--- src/rtl/snake_pkg.sv ---
// Shared types for the snake game datapath (renderer, game logic, matrix driver).
// Contents:
//   GRID_N    - side length of the square LED matrix
//   pos_t     - {row, col} coordinate, 4 bits each
//   grid_t    - full bitmap, grid[row][col], 1 = LED on
//   rstate_e  - renderer FSM state encoding
package snake_pkg;

  localparam int GRID_N = 16;

  typedef struct packed {
    logic [3:0] row;
    logic [3:0] col;
  } pos_t;

  typedef logic [GRID_N-1:0][GRID_N-1:0] grid_t;

  typedef enum logic [1:0] {
    ST_IDLE   = 2'd0,
    ST_CLEAR  = 2'd1,
    ST_DRAW   = 2'd2,
    ST_COMMIT = 2'd3
  } rstate_e;

endpackage

--- src/rtl/snake_grid_renderer.sv ---
// Rasterises the snake segment list plus the food pixel into a 16x16 bitmap
// once per frame tick and publishes it atomically for the LED matrix driver.
// Self-overlap and food pickup are detected during plotting.
//
// Ports:
//   clk_i         system clock, rising edge
//   reset_i       asynchronous active-high reset
//   start_i       frame tick, only honoured in IDLE
//   snake_len_i   segments to render (head = index 0), clamped to MAX_LEN
//   food_pos_i    food {row, col}
//   food_valid_i  draw food this frame
//   seg_rd_o      segment memory read strobe
//   seg_addr_o    segment index to read (0 whenever seg_rd_o = 0)
//   seg_data_i    {row, col} of the segment requested on the previous cycle
//   grid_o        published bitmap, grid_o[row][col]
//   busy_o        high outside IDLE
//   frame_done_o  one-cycle pulse during COMMIT
//   self_hit_o    a segment landed on a pixel set by an earlier segment
//   food_eaten_o  the head landed on the food pixel
//
// state  | meaning
// -------+-----------------------------------------------------------------
// IDLE   | waiting for start_i; latches length and food
// CLEAR  | one cycle: reset work buffer to the food pixel, issue read of seg 0
// DRAW   | one cycle per segment: plot seg_data_i, issue read of next index
// COMMIT | one cycle: copy work buffer and hit flags to the outputs
module snake_grid_renderer
  import snake_pkg::*;
#(
  parameter int MAX_LEN = 64,
  parameter int LEN_W   = 7
) (
  input  logic               clk_i,
  input  logic               reset_i,
  input  logic               start_i,
  input  logic [LEN_W-1:0]   snake_len_i,
  input  logic [7:0]         food_pos_i,
  input  logic               food_valid_i,
  output logic               seg_rd_o,
  output logic [5:0]         seg_addr_o,
  input  logic [7:0]         seg_data_i,
  output logic [15:0][15:0]  grid_o,
  output logic               busy_o,
  output logic               frame_done_o,
  output logic               self_hit_o,
  output logic               food_eaten_o
);

  localparam logic [LEN_W-1:0] LEN_MAX = LEN_W'(MAX_LEN);
  localparam logic [LEN_W-1:0] LEN_ONE = LEN_W'(1);

  rstate_e          state_q, state_d;
  logic [LEN_W-1:0] len_q, len_d;
  logic [LEN_W-1:0] j_q, j_d;
  pos_t             food_q, food_d;
  logic             fv_q, fv_d;
  grid_t            work_q, work_d;
  grid_t            grid_q, grid_d;
  logic             hit_self_q, hit_self_d;
  logic             hit_food_q, hit_food_d;
  logic             self_hit_q, self_hit_d;
  logic             food_eaten_q, food_eaten_d;

  pos_t             seg;
  logic             on_food;

  assign seg     = pos_t'(seg_data_i);
  // The food pixel only exists in the buffer when food is drawn this frame.
  assign on_food = fv_q && (seg == food_q);

  always_ff @(posedge clk_i or posedge reset_i) begin
    if (reset_i) begin
      state_q      <= ST_IDLE;
      len_q        <= '0;
      j_q          <= '0;
      food_q       <= '0;
      fv_q         <= 1'b0;
      work_q       <= '0;
      grid_q       <= '0;
      hit_self_q   <= 1'b0;
      hit_food_q   <= 1'b0;
      self_hit_q   <= 1'b0;
      food_eaten_q <= 1'b0;
    end else begin
      state_q      <= state_d;
      len_q        <= len_d;
      j_q          <= j_d;
      food_q       <= food_d;
      fv_q         <= fv_d;
      work_q       <= work_d;
      grid_q       <= grid_d;
      hit_self_q   <= hit_self_d;
      hit_food_q   <= hit_food_d;
      self_hit_q   <= self_hit_d;
      food_eaten_q <= food_eaten_d;
    end
  end

  always_comb begin
    state_d      = state_q;
    len_d        = len_q;
    j_d          = j_q;
    food_d       = food_q;
    fv_d         = fv_q;
    work_d       = work_q;
    grid_d       = grid_q;
    hit_self_d   = hit_self_q;
    hit_food_d   = hit_food_q;
    self_hit_d   = self_hit_q;
    food_eaten_d = food_eaten_q;
    seg_rd_o     = 1'b0;
    seg_addr_o   = '0;
    frame_done_o = 1'b0;

    unique case (state_q)
      ST_IDLE: begin
        if (start_i) begin
          len_d   = (snake_len_i > LEN_MAX) ? LEN_MAX : snake_len_i;
          food_d  = pos_t'(food_pos_i);
          fv_d    = food_valid_i;
          state_d = ST_CLEAR;
        end
      end

      ST_CLEAR: begin
        work_d                           = '0;
        work_d[food_q.row][food_q.col]   = fv_q;
        hit_self_d                       = 1'b0;
        hit_food_d                       = 1'b0;
        if (len_q != '0) begin
          seg_rd_o = 1'b1;
          j_d      = LEN_ONE;
          state_d  = ST_DRAW;
        end else begin
          state_d  = ST_COMMIT;
        end
      end

      ST_DRAW: begin
        // Landing on the food pixel is never an overlap: it was pre-set by CLEAR.
        if (work_q[seg.row][seg.col] && !on_food) begin
          hit_self_d = 1'b1;
        end
        if ((j_q == LEN_ONE) && on_food) begin
          hit_food_d = 1'b1;
        end
        work_d[seg.row][seg.col] = 1'b1;
        if (j_q < len_q) begin
          seg_rd_o   = 1'b1;
          seg_addr_o = j_q[5:0];
          j_d        = j_q + LEN_ONE;
        end else begin
          state_d    = ST_COMMIT;
        end
      end

      ST_COMMIT: begin
        grid_d       = work_q;
        self_hit_d   = hit_self_q;
        food_eaten_d = hit_food_q;
        frame_done_o = 1'b1;
        state_d      = ST_IDLE;
      end

      default: begin
        state_d = ST_IDLE;
      end
    endcase
  end

  assign grid_o       = grid_q;
  assign busy_o       = (state_q != ST_IDLE);
  assign self_hit_o   = self_hit_q;
  assign food_eaten_o = food_eaten_q;

endmodule

--- config.mk ---
export PLATFORM = sky130hd
export DESIGN_NAME = snake_grid_renderer
export DESIGN_NICKNAME = d
export VERILOG_FILES = /design/src/rtl/snake_pkg.sv /design/src/rtl/snake_grid_renderer.sv
export SDC_FILE = /design/constraint.sdc
export NUM_CORES = 2
export LEC_CHECK = 0
export ABC_AREA = 1
export CAP_MARGIN = 20
export CORE_AREA = 8 8 203 205
export CTS_CLUSTER_DIAMETER = 50
export CTS_CLUSTER_SIZE = 40
export DETAILED_ROUTE_END_ITERATION = 7
export DIE_AREA = 0 0 211 213
export DONT_BUFFER_PORTS = 1
export PLACE_DENSITY_LB_ADDON = 0.25
export SLEW_MARGIN = 10
export SYNTH_ARGS = -nofsm -noshare
export SYNTH_HDL_FRONTEND = slang
export SYNTH_SLANG_ARGS = --single-unit
--- constraint.sdc ---
create_clock -name clk_i -period 26.5 [get_ports clk_i]
set_input_delay 1.325 -clock clk_i [delete_from_list [all_inputs] [get_ports clk_i]]
set_output_delay 1.325 -clock clk_i [all_outputs]
set_load 0.01 [all_outputs]
==> impl_metrics.tcl <==
set metrics [dict create \
    layout_common_cells "nand2_1 (606), dfrtp_1 (541), a21oi_1 (255)" \
    yosys_warnings 0 \
    num_vias 20580 \
    ys_seq_area_frac 0.5537 \
    setup_viol 0 \
    postCtsHoldBufs 0 \
    wl_met1_microns 30940 \
    syn_area_sq_mm 0.02445 \
    num_rows 72 \
    root_buffer "clkbuf_16" \
    hp-start "hit_food_q" \
    critPathRequiredTime_ns 26.99 \
    clkTransAtPathRegs_ns 0.08 \
    synth_simple_gate_area_frac 0.1389 \
    final_max_slew_viol_count 0 \
    n_antenna_cell 0 \
    ys_ff_latch 541 \
    ant_nets 0 \
    grt_start_max_net_pins 215 \
    fin_crit_sh 0.1504 \
    crit_arrival_ns 4.48 \
    dpl.hpwl_microns 57230 \
    instances_no_fill 3079 \
    synth_cell_types 32 \
    synthTopCellsByArea "dfrtp_1 (55%), mux2_2 (9.6%), nand2_1 (9.3%)" \
    dr.pass1.iters 7 \
    die_y_microns 213 \
    wire_per_inst_microns 28.17 \
    route.met3.wl_microns 11520 \
    grt_pass1_wl_microns 127000 \
    drcViolationCount 0 \
    path_class "reg -> reg" \
    clock_latency_ns 0.63 \
    antenna_found_initial 1 \
    startpoint_type "flop" \
    slew_headroom 0.1475 \
    wl_microns 86740 \
    synth-xor-area-share 0.001433 \
    min_period_ns 3.985 \
    finalSetupTns_ns 0 \
    p_comb_frac 0.261 \
    place.gp.congestion 0.9520 \
    cts-htree-levels 2 \
    via_per_inst 6.684 \
    final_common_cell "nand2_1" \
    ys_async_sr_fraction 1.000 \
    cp_max_fo 214 \
    clock-sinks 541 \
    synthesis.instances 2618 \
    dr_wl_met2_microns 37970 \
    rsz0062_at_grt "no" \
    synth_top_area_frac 0.5537 \
    vdd_drop_max_mv 0.1909 \
    core_region_area_sq_mm 0.03811 \
    muxShareOfSynthArea 0.09580 \
    cts_setup_buffers 0 \
    crit_path_end_kind "flop" \
    skew_ns 0.02859 \
    cts-buffers-inserted 45 \
    max-cap-violations 0 \
    synth_nets 2658 \
    nets 2568 \
    p_int_uw 1461 \
    power_leakage_uw 0.01231 \
    yosys.area.top_type "dfrtp_1" \
    synthFlopType "dfrtp_1" \
    worstSetupStartpoint "state_q[1]" \
    p_switching_uw 928.7 \
    p_clk_frac 0.303 \
    port_buffers 0 \
    max_clock_freq_mhz 251.0 \
    area_delta_synth_final_pct 7.635 \
    hold_class "reg -> reg" \
    grt_overflow_total 0 \
    synth_edf_count 0 \
    pwr-share-seq 0.436 \
    cts_resized 0 \
    drt_first_iter_violations 2967 \
    r2r_start "state_q[1]" \
    dr.max_layer_used "met4" \
    worst_slew_pin_slew_ns 1.279 \
    synth_top_family_by_area "compound AO/OA/AOI/OAI gates" \
    hold-worst-slack_ns 0.5305 \
    cts_tree "built" \
    grt.total_usage 0.3800 \
    synthAdderAreaFrac 0.006653 \
    placed_cells 2996 \
    cts_max_path_buffers 3 \
    fp.dieW_microns 211 \
    io_pins 294 \
    synth_compound_area_frac 0.1491 \
    grt_pass1_vias 19890 \
    die_area_sq_mm 0.04494 \
    drive_gt1_frac 0.1421 \
    syn_avg_cell_area_sq_um 9.339 \
    initial_core_util 0.6416 \
    status "completed" \
    hold_violations 0 \
    pwr_density_cell_mw_per_mm2 90.82 \
    switching_share 0.3886 \
]
[per-stage QoR]
stage	power (uW)	setup slack (ns)	utilization	instance area [sq um]
after floorplan	1482	10.05	-	24450
after global placement	1642	22.60	0.6464	24630
after detailed placement	1662	22.53	0.6471	24660
after CTS	2375	22.86	0.6888	26250
after global routing	2475	22.57	0.6906	26320
final	2390	22.52	0.6906	26320
[power by group through the flow]
stage	Sequential (uW)	Combinational, uW	Clock [uW]
after floorplan	1010	468	0
after global placement	1050	588	0
after detailed placement	1060	605	0
after CTS	1040	607	725
after global routing	1050	667	756
final	1040	624	724
[cell families (layout without fill, tap and decap cells)]
kind of cell    Yosys count  after routing
fa+ha+maj                13             13
xor+xnor                  4              4
flops                   541            541
mux                     208            208
simple gates            865            865
compound gates          674            674
buf+inv                 313            256
[worst max-delay path, cell delays in order (launching register included)]
cell	delay [ns]
dfrtp_1	0.45
inv_1	0.12
ha_1	0.51
inv_2	0.19
nor2_4	0.16
buf_12	0.50
nand4_1	1.02
o21ai_0	0.46
[layer usage]
layer  vias up  GRT usage
met3       363     0.1224
met4         0     0.2498
met5         -          0
li1       8697          -
met2      1549     0.5553
met1      9972     0.4844
[cells in the mapped netlist (3+ instances only)]
| cell | n |
|---|---|
| o21ai_0 | 182 |
| nor3_1 | 11 |
| nand2_1 | 606 |
| buf_1 | 21 |
| nor2_2 | 17 |
| a31oi_1 | 3 |
| nor4_1 | 3 |
| a21oi_1 | 255 |
| buf_2 | 55 |
| inv_2 | 8 |
| nand3_1 | 31 |
| buf_6 | 8 |
| inv_1 | 131 |
| ha_1 | 13 |
| clkbuf_1 | 83 |
| nor2_1 | 182 |
| o21ai_1 | 31 |
| xnor2_1 | 3 |
| o22ai_1 | 196 |
| buf_4 | 7 |
| dfrtp_1 | 541 |
| mux2_2 | 208 |
| nand4_1 | 12 |
[worst paths after layout]
path | endpoint | slack, ns | cells past startpoint
max | work_q[245] | 22.52 | 7
min | food_eaten_o | 0.53 | 2
max reg2reg | work_q[245] | 22.52 | 7
min reg2reg | food_eaten_o | 0.53 | 2
max in group asynchronous | grid_o[115] | 23.69 | 4
min in group asynchronous | grid_o[8] | 0.70 | 1
[registers in the layout, summed over array words and instances, names as in the netlist, 2 cells and up]
register and cells:
grid_o 256, state_q 2, food_q 8, work_q 256, j_q 7, len_q 7
[area by class of cell]
type,count,area [sq um]
Timing Repair Buffer,37,374.1
Inverter,139,529.3
Tap cell,518,648.1
Clock inverter,33,455.4
Multi-Input combinational cell,1764,9638
Clock buffer,47,1134
Fill cell,2940,11790
Sequential cell,541,13540
(Power assumes the default switching activity.)
